--- src/rtl/color_face_capture_pkg.sv ---
// Shared colour-detect definitions: colour codes, face geometry and the
// capture FSM encoding.
package color_face_capture_pkg;

    localparam logic [2:0] COLOR_RED      = 3'd0;
    localparam logic [2:0] COLOR_ORANGE   = 3'd1;
    localparam logic [2:0] COLOR_YELLOW   = 3'd2;
    localparam logic [2:0] COLOR_GREEN    = 3'd3;
    localparam logic [2:0] COLOR_BLUE     = 3'd4;
    localparam logic [2:0] COLOR_WHITE    = 3'd5;
    localparam logic [2:0] COLOR_UNKNOWN6 = 3'd6;
    localparam logic [2:0] COLOR_UNKNOWN7 = 3'd7;

    localparam int NUM_FACES = 6;
    localparam int FACELETS  = 9;
    localparam int FACE_W    = 3 * FACELETS;
    localparam int CENTER    = 4;

    typedef enum logic [1:0] {
        ST_IDLE  = 2'd0,
        ST_ARMED = 2'd1,
        ST_STORE = 2'd2
    } state_t;

    function automatic logic is_unknown(input logic [2:0] c);
        return (c == COLOR_UNKNOWN6) || (c == COLOR_UNKNOWN7);
    endfunction

endpackage

--- src/rtl/color_face_capture_stability.sv ---
// Snapshot compare with saturating stable and frame counters; the next-count
// values are exported so the FSM can decide on the same update edge.
module face_stability_counter
    import color_face_capture_pkg::*;
#(
    parameter int STABLE_W  = 4,
    parameter int TIMEOUT_W = 8
) (
    input  logic                 clk,
    input  logic                 rst_n,
    input  logic                 clear,
    input  logic                 update,
    input  logic [FACE_W-1:0]    colors,
    output logic [FACE_W-1:0]    snapshot,
    output logic [STABLE_W-1:0]  stable_nxt,
    output logic [TIMEOUT_W-1:0] frame_nxt
);

    logic [STABLE_W-1:0]  stable_cnt;
    logic [TIMEOUT_W-1:0] frame_cnt;
    logic [FACE_W-1:0]    snap_nxt;
    logic                 any_unknown;

    always_comb begin
        any_unknown = 1'b0;
        for (int k = 0; k < FACELETS; k++) begin
            if (is_unknown(colors[3*k +: 3])) any_unknown = 1'b1;
        end
    end

    always_comb begin
        stable_nxt = stable_cnt;
        frame_nxt  = frame_cnt;
        snap_nxt   = snapshot;
        if (update) begin
            frame_nxt = (&frame_cnt) ? frame_cnt : frame_cnt + TIMEOUT_W'(1);
            if (any_unknown) begin
                stable_nxt = '0;
            end else if (colors == snapshot) begin
                stable_nxt = (&stable_cnt) ? stable_cnt : stable_cnt + STABLE_W'(1);
            end else begin
                snap_nxt   = colors;
                stable_nxt = STABLE_W'(1);
            end
        end
    end

    always_ff @(posedge clk or negedge rst_n) begin
        if (!rst_n) begin
            stable_cnt <= '0;
            frame_cnt  <= '0;
            snapshot   <= '0;
        end else if (clear) begin
            stable_cnt <= '0;
            frame_cnt  <= '0;
            snapshot   <= '0;
        end else begin
            stable_cnt <= stable_nxt;
            frame_cnt  <= frame_nxt;
            snapshot   <= snap_nxt;
        end
    end

endmodule

--- src/rtl/color_face_capture.sv ---
// Captures a stable 3x3 facelet colour frame into a six-entry face store,
// indexed by the centre facelet colour.
module color_face_capture
    import color_face_capture_pkg::*;
#(
    parameter int STABLE_W  = 4,
    parameter int TIMEOUT_W = 8
) (
    input  logic                 i_clk,
    input  logic                 i_rstn,
    input  logic [2:0]           i_color0,
    input  logic [2:0]           i_color1,
    input  logic [2:0]           i_color2,
    input  logic [2:0]           i_color3,
    input  logic [2:0]           i_color4,
    input  logic [2:0]           i_color5,
    input  logic [2:0]           i_color6,
    input  logic [2:0]           i_color7,
    input  logic [2:0]           i_color8,
    input  logic                 i_update,
    input  logic                 i_capture_req,
    input  logic                 i_clear,
    input  logic [STABLE_W-1:0]  i_stable_frames,
    input  logic [TIMEOUT_W-1:0] i_timeout_frames,
    input  logic [2:0]           i_rd_face,
    output logic [FACE_W-1:0]    o_rd_data,
    output logic                 o_busy,
    output logic                 o_face_done,
    output logic [2:0]           o_face_idx,
    output logic                 o_overwrite,
    output logic                 o_timeout,
    output logic [5:0]           o_valid_mask,
    output logic                 o_all_valid
);

    state_t               state;
    logic [FACE_W-1:0]    colors;
    logic [FACE_W-1:0]    snapshot;
    logic [STABLE_W-1:0]  stable_nxt;
    logic [STABLE_W-1:0]  stable_thr;
    logic [TIMEOUT_W-1:0] frame_nxt;
    logic [2:0]           store_idx;
    logic                 start;
    logic                 upd;
    logic                 stable_hit;
    logic                 timeout_hit;
    logic                 do_write;
    logic [FACE_W-1:0]    face_mem [NUM_FACES];

    assign colors = {i_color8, i_color7, i_color6, i_color5, i_color4,
                     i_color3, i_color2, i_color1, i_color0};

    assign start = (state == ST_IDLE)  && i_capture_req && !i_clear;
    assign upd   = (state == ST_ARMED) && i_update      && !i_clear;

    face_stability_counter #(
        .STABLE_W  (STABLE_W),
        .TIMEOUT_W (TIMEOUT_W)
    ) u_stability (
        .clk        (i_clk),
        .rst_n      (i_rstn),
        .clear      (start),
        .update     (upd),
        .colors     (colors),
        .snapshot   (snapshot),
        .stable_nxt (stable_nxt),
        .frame_nxt  (frame_nxt)
    );

    assign stable_thr  = (i_stable_frames == '0) ? STABLE_W'(1) : i_stable_frames;
    assign stable_hit  = stable_nxt >= stable_thr;
    assign timeout_hit = (i_timeout_frames != '0) && (frame_nxt >= i_timeout_frames);
    assign store_idx   = snapshot[3*CENTER +: 3];
    assign do_write    = (state == ST_STORE) && !i_clear && (store_idx < 3'(NUM_FACES));

    assign o_busy      = (state != ST_IDLE);
    assign o_all_valid = &o_valid_mask;

    always_ff @(posedge i_clk or negedge i_rstn) begin
        if (!i_rstn) begin
            state        <= ST_IDLE;
            o_face_done  <= 1'b0;
            o_face_idx   <= '0;
            o_overwrite  <= 1'b0;
            o_timeout    <= 1'b0;
            o_valid_mask <= '0;
        end else begin
            o_face_done <= 1'b0;
            o_overwrite <= 1'b0;
            o_timeout   <= 1'b0;
            if (i_clear) begin
                state        <= ST_IDLE;
                o_valid_mask <= '0;
            end else begin
                case (state)
                    ST_IDLE: begin
                        if (i_capture_req) state <= ST_ARMED;
                    end
                    ST_ARMED: begin
                        // Stability is tested first so it wins a same-edge timeout.
                        if (i_update) begin
                            if (stable_hit) begin
                                state <= ST_STORE;
                            end else if (timeout_hit) begin
                                state     <= ST_IDLE;
                                o_timeout <= 1'b1;
                            end
                        end
                    end
                    ST_STORE: begin
                        state <= ST_IDLE;
                        if (do_write) begin
                            o_face_done             <= 1'b1;
                            o_face_idx              <= store_idx;
                            o_overwrite             <= o_valid_mask[store_idx];
                            o_valid_mask[store_idx] <= 1'b1;
                        end
                    end
                    default: state <= ST_IDLE;
                endcase
            end
        end
    end

    always_ff @(posedge i_clk or negedge i_rstn) begin
        if (!i_rstn) begin
            for (int i = 0; i < NUM_FACES; i++) face_mem[i] <= '0;
        end else if (do_write) begin
            face_mem[store_idx] <= snapshot;
        end
    end

    // A read of the face being written this cycle returns the new data.
    always_ff @(posedge i_clk or negedge i_rstn) begin
        if (!i_rstn) begin
            o_rd_data <= '0;
        end else if (i_rd_face < 3'(NUM_FACES)) begin
            o_rd_data <= (do_write && (i_rd_face == store_idx)) ? snapshot
                                                               : face_mem[i_rd_face];
        end else begin
            o_rd_data <= '0;
        end
    end

endmodule

--- config.mk ---
export PLATFORM = sky130hd
export DESIGN_NAME = color_face_capture
export DESIGN_NICKNAME = d
export VERILOG_FILES = /design/src/rtl/color_face_capture_pkg.sv /design/src/rtl/color_face_capture_stability.sv /design/src/rtl/color_face_capture.sv
export SDC_FILE = /design/constraint.sdc
export NUM_CORES = 1
export LEC_CHECK = 0
export BUFFER_PORTS_ARGS = -buffer_cell sky130_fd_sc_hd__buf_2
export CORE_MARGIN = 5
export CORE_UTILIZATION = 60
export DETAILED_ROUTE_END_ITERATION = 10
export PLACE_DENSITY = 0.77
export SYNTH_ARGS = -nofsm -noshare
export SYNTH_HDL_FRONTEND = slang
export SYNTH_SLANG_ARGS = --single-unit
export TNS_END_PERCENT = 1
--- constraint.sdc ---
create_clock -name i_clk -period 3.59 [get_ports i_clk]
set_input_delay 0.5385 -clock i_clk [delete_from_list [all_inputs] [get_ports i_clk]]
set_output_delay 0.5385 -clock i_clk [all_outputs]
set_load 0.005 [all_outputs]
# Word level (Yosys, flattened, before mapping)
# Cells that the tools add are included.
[word_totals]
input_bits = 47
out_inout_bits = 41
mem_bits_ro = 0
mem_bits_rw = 0
register_bits = 242
n_memories = 0
latch_bits = 0
[classes]
eq_ne = 27
multipliers = 0
div = 0
n_bitwise = 4
addsub = 2
reduce_logical = 34
magnitude_cmp = 9
shift = 0
n_mux = 54
[ops]
columns = ["operator", "n"]
rows = [
  ["$mux W27", 9],
  ["$bwmux W162", 1],
  ["$bmux W27 S3", 1],
  ["$demux W27 S3", 1],
  ["$eq A3 B3 Y1 const B", 18],
  ["$eq A27 B27 Y1", 1],
  ["$mux W4", 6],
  ["$mux W8", 3],
  ["$mux W1", 22],
  ["$mux W6", 3],
  ["$logic_and A1 B1 Y1", 10],
  ["$mux W2", 5],
  ["$logic_or A1 B1 Y1", 9],
  ["$reduce_and A3 Y1", 3],
  ["$add A8 B1 Y8 const B", 1],
  ["$ge A4 B4 Y1 const B", 2],
  ["$ge A8 B8 Y1", 1],
  ["$not A3 Y4", 2],
  ["$reduce_and A8 Y1", 1],
  ["$reduce_bool A2 Y1", 4],
  ["$reduce_bool A8 Y1", 1],
  ["$lt A3 B3 Y1 const B", 2],
  ["$ne A3 B3 Y1 const B", 2],
  ["$or A6 B6 Y6", 1],
  ["other kinds (20)", 21],
]

# Longest topological paths before layout
[logic_depth]
word_depth = 18
mapped_depth = 13
depth_no_buf = 13

# Hierarchy
# From an unflattened synthesis, not the netlist that was laid out.
[hier_totals]
cells_unflattened = 905
hier_area_um2 = 11522.3
[modules_own_cells]
columns = ["module", "cells_per_inst", "instances", "area_each_um2"]
rows = [
  ["color_face_capture", 724, 1, 9492.9],
  ["face_stability_counter", 181, 1, 2029.4],
]

# Least setup slack after synthesis
# Ideal clock, no wire load.
[synth_timing]
path_type = "input -> register"
startpoint = "in i_clear"
endpoint = "reg state[0]"
t_arrival_ns = 2.784
path_slack_ns = 0.723
setup_time_ns = 0.083
n_path_buf = 1
cell_stages = 13
path_cell_list = "buf_4 nor2_4 nand3_1 nor3_1 o21ai_4 o311a_1 ha_1 nand2b_1 a21o_1 a21o_1 a21oi_1 nand3_1 o21ai_0"
[synth_via]
elab_chain_len = 8
word_cells_on_any_way = 15
[synth_lines]
columns = ["item", "line_no", "text"]
rows = [
  ["from (decl)", "color_face_capture.sv:22", "input logic i_clear,"],
  ["$logic_not A1 Y1", "color_face_capture.sv:54", "assign upd = (state == ST_ARMED) && i_update && !i_clear;"],
  ["$logic_and A1 B1 Y1", "color_face_capture.sv:54", ""],
  ["$mux W4", "color_face_capture_stability.sv:35", "if (update) begin"],
  ["$ge A4 B4 Y1", "color_face_capture.sv:71", "assign stable_hit = stable_nxt >= stable_thr;"],
  ["$mux W2", "color_face_capture.sv:102", "if (stable_hit) begin"],
  ["$mux W2", "color_face_capture.sv:101", "if (i_update) begin"],
  ["$pmux W2 S2", "color_face_capture.sv:95", "case (state)"],
  ["$mux W2", "color_face_capture.sv:91", "if (i_clear) begin"],
  ["to (signal assigned)", "color_face_capture.sv:92", "state <= ST_IDLE;"],
  ["to (signal assigned)", "color_face_capture.sv:97", "if (i_capture_req) state <= ST_ARMED;"],
  ["to (signal assigned)", "color_face_capture.sv:103", "state <= ST_STORE;"],
  ["to (decl)", "color_face_capture.sv:36", "state_t state;"],
]
# Parallel ways exist; a longest one is shown, timed or not. The select of a mux whose other input is x is not followed.
# A chain may end at the register's enable or synchronous reset.

# Final worst setup path
[layout_timing]
startpoint = "reg u_stability.snapshot[9]"
endpoint = "reg state[0]"
[layout_via]
elab_chain_len = 9
word_cells_on_any_way = 11
[layout_lines]
columns = ["item", "line_no", "text"]
rows = [
  ["from (decl)", "color_face_capture_stability.sv:14", "output logic [FACE_W-1:0] snapshot,"],
  ["from (signal assigned)", "color_face_capture_stability.sv:60", "snapshot <= snap_nxt;"],
  ["$eq A27 B27 Y1 *", "color_face_capture_stability.sv:39", "end else if (colors == snapshot) begin"],
  ["$mux W4 *", "color_face_capture_stability.sv:39", ""],
  ["$mux W4 *", "color_face_capture_stability.sv:37", "if (any_unknown) begin"],
  ["$mux W4 *", "color_face_capture_stability.sv:35", ""],
  ["$ge A4 B4 Y1 *", "color_face_capture.sv:71", ""],
  ["$mux W2", "color_face_capture.sv:102", ""],
  ["$mux W2", "color_face_capture.sv:101", ""],
  ["$pmux W2 S2", "color_face_capture.sv:95", ""],
  ["$mux W2", "color_face_capture.sv:91", ""],
]
# Every way passes the cells marked *; elsewhere a longest branch is shown, timed or not. The select of a mux whose other input is x is not followed.

==> flow_summary.toml <==
[outcome]
status = "complete, no violations"

[timing]
fmax_mhz = 310.4
hold_viol = 0
rsz0062_at_grt = "false"
period_share = 0.8973
worst_slew_pin_slew_ns = 0.9817
setup_viol_count_final = 0
final.setup.worst_slack_ns = 0.3688
finalMaxSlewViolations = 0
period_needed_ns = 3.221
slew_headroom = 0.3363
finalClockSkew_ns = 0.01611
fin_hold_ws_ns = 0.03190
tns_ns = 0

[cts]
clockRootBuffer = "clkbuf_16"
cts.clk_slew.worst_paths_ns = 0.06
clock_sinks = 242
post_cts_buffers = 0
ctsHoldBuffers = 0
h-tree-depth = 1
cts_buffers = 26
cts_tree = "done"
clock_latency_ns = 0.53
cts.path.max_buffers = 3
cts_resized = 0

[floorplan]
die-area_mm2 = 0.02204
core_area_mm2 = 0.01877
die_h_um = 148.5
die_x_um = 148.5
io_pins = 88
initial_utilization = 0.6128
placementRows = 50

[placement]
io_buffer_count = 87
gp_congestion = 0.8134
pre_cts_ws_ns = 0.2762
hpwl_mm = 15.82

[cells_and_area]
final_core_util = 0.6842
layout-drive-gt1-share = 0.2979
fin_nets = 1096
antennaDiodeCount = 0
fillers = 1362
area_delta_synth_final_pct = 11.65

[synth]
synthesis.area_mm2 = 0.01150
synthTopCellsByArea = "dfrtp_1, mux2_2, mux2i_1, nand3_1, nand2_1"
syn_nets = 1039
async_flop_share = 1.000
syn_inst = 978
synth-seq-cells = 242
yosys.area.top_type = "dfrtp_1"
seq_area_frac_synth = 0.5265
netlist.area_leader.share = 0.5265
syn_area_per_cell_um2 = 11.76
ys.flop_type = "dfrtp_1"
synth-edff-count = 0
yosys_warnings = 0
synth_common_cells = "dfrtp_1, mux2_2, mux2i_1"
synth.distinct_cells = 53
synth_most_common_cell = "dfrtp_1"

[global_routing]
overflow = 0
track_usage = 0.2417
antenna_found_initial = 1
grt_max_degree = 95
grt_pass1_vias = 7859
grt_pass1_wl_mm = 42.52

[drt]
drc = 0
wl_per_cell_um = 20.36
drt_iter0_drc = 561
drtAntennaViolNets = 0
drt_pass1_iterations = 5
vias = 7622
post_drt_via_cell_ratio = 5.918
drt_wl_total_mm = 26.22

[worst_setup_path]
path_cells = "xor2_1 > nor4_1 > nand4_1 > nor3_2 > a21boi_1 > or2_2 > ha_1 > a21o_1 > a21o_1 > a21oi_1 > nand3_1 > o21ai_0"
path_common_cell = "a21o_1"
ff2ff_path_depth = 12
endpoint_kind = "flip-flop"
crit_required_ns = 4.03
crit_path_top_delay_cell = "dfrtp_1"
cp_max_fo = 9
critPathKind = "reg -> reg"
start_kind = "flip-flop"
critical-path-max-stage-delay_ns = 0.50
worst_ep_arrival_time_ns = 3.66

[power]
clkPwrFrac = 0.457
power.switching_mw = 1.356
ir_drop_mv = 0.4729
combPwrFrac = 0.067
power_density_mw_per_mm2 = 461.2
pwr-share-seq = 0.476
p_int_mw = 4.566
p_leak_nw = 6.697
p_total_mw = 5.922
p_sw_frac = 0.2290

[min_path]
hp-class = "in -> async"

[run]
drv_cap = 0
power by group through the flow:
stage                     registers, mW  clock network [mW]  logic [mW]
after floorplan                    2.84                   0       0.243
after global placement             2.87                   0       0.392
after detailed placement           2.87                   0       0.398
after CTS                          2.82                2.75       0.401
after global routing               2.83                2.87       0.443
final                              2.82                2.71       0.396
routing by layer:
metal / track usage / vias up / wire [um]
met3: 0.03413 / 35 / 1360
met5: 0 / - / 13
li1: - / 3509 / -
met2: 0.3892 / 205 / 12630
met4: 0.05820 / 2 / 431
met1: 0.3515 / 3871 / 11790
flip-flops by register name, summed over array words and instances (netlist names):
name                    cells
o_timeout                   1
o_rd_data                  27
o_face_done                 1
u_stability.stable_cnt      4
state                       2
u_stability.frame_cnt       8
face_mem                  162
o_valid_mask                6
o_face_idx                  3
o_overwrite                 1
u_stability.snapshot       27
kinds of logic after synthesis:
family                     synth area share
xor gates and xnor gates            0.02665
adders and majority gates           0.01523
buffers and inverters               0.05374
and+or+nand+nor                      0.1001
DFF                                  0.5265
muxes                                0.2155
AOI/OAI and AO/OA                   0.06223
worst paths after layout:
path                                         startpoint                  endpoint  slack [ns]
worst max-delay path            u_stability.snapshot[9]                  state[0]        0.37
worst min-delay path                             i_rstn              face_mem[66]        0.03
worst max register to register  u_stability.snapshot[9]                  state[0]        0.37
worst min register to register             face_mem[94]              face_mem[94]        0.47
max in group asynchronous                        i_rstn             face_mem[138]        2.62
min in group i_clk                          i_color4[1]  u_stability.snapshot[13]        0.28
through the flow:
stage / area [um^2] / cells
finish: 12840 / 1288
global route: 12840 / 1288
CTS: 12840 / 1288
detailed placement: 11970 / 1241
global placement: 11970 / 1241
floorplan: 11500 / 978
placed cells by master (no fill, tap or decap), types with 3 or more instances in the layout:
cell type	instances
nor2_1	18
nor4_1	8
a21oi_1	36
nand3_1	63
nor3_1	8
inv_1	43
ha_1	14
dfrtp_1	242
buf_2	85
clkinv_2	3
buf_4	18
nand4_1	5
clkbuf_1	8
o21a_1	3
clkbuf_8	6
xor2_1	27
xnor2_1	8
o21ai_0	26
and3_1	4
nand2b_1	7
mux2i_1	80
a22oi_1	29
and2_1	11
mux2_2	144
nand2_1	66
clkbuf_16	27
nor2b_1	9
a21o_1	6
or2_2	7
o21ai_1	5
area by class of cell:
cell class	instances	area, um^2	area share
clock buffers	41	788.3	0.06139
clock inverters	6	83.83	0.006528
inverters	44	165.2	0.01286
multi-input cells	615	4840	0.3769
flip-flops and latches	242	6056	0.4716
well taps	234	292.8	0.02280
repair buffers	106	615.6	0.04794
worst max-delay path: cells and delay by family (launching register included):
family	cells	cell delay [ns]
compound gates	5	0.90
fa+ha+maj	1	0.21
flops	1	0.50
simple gates	5	1.30
xor+xnor	1	0.23
(Power assumes the default switching activity.)
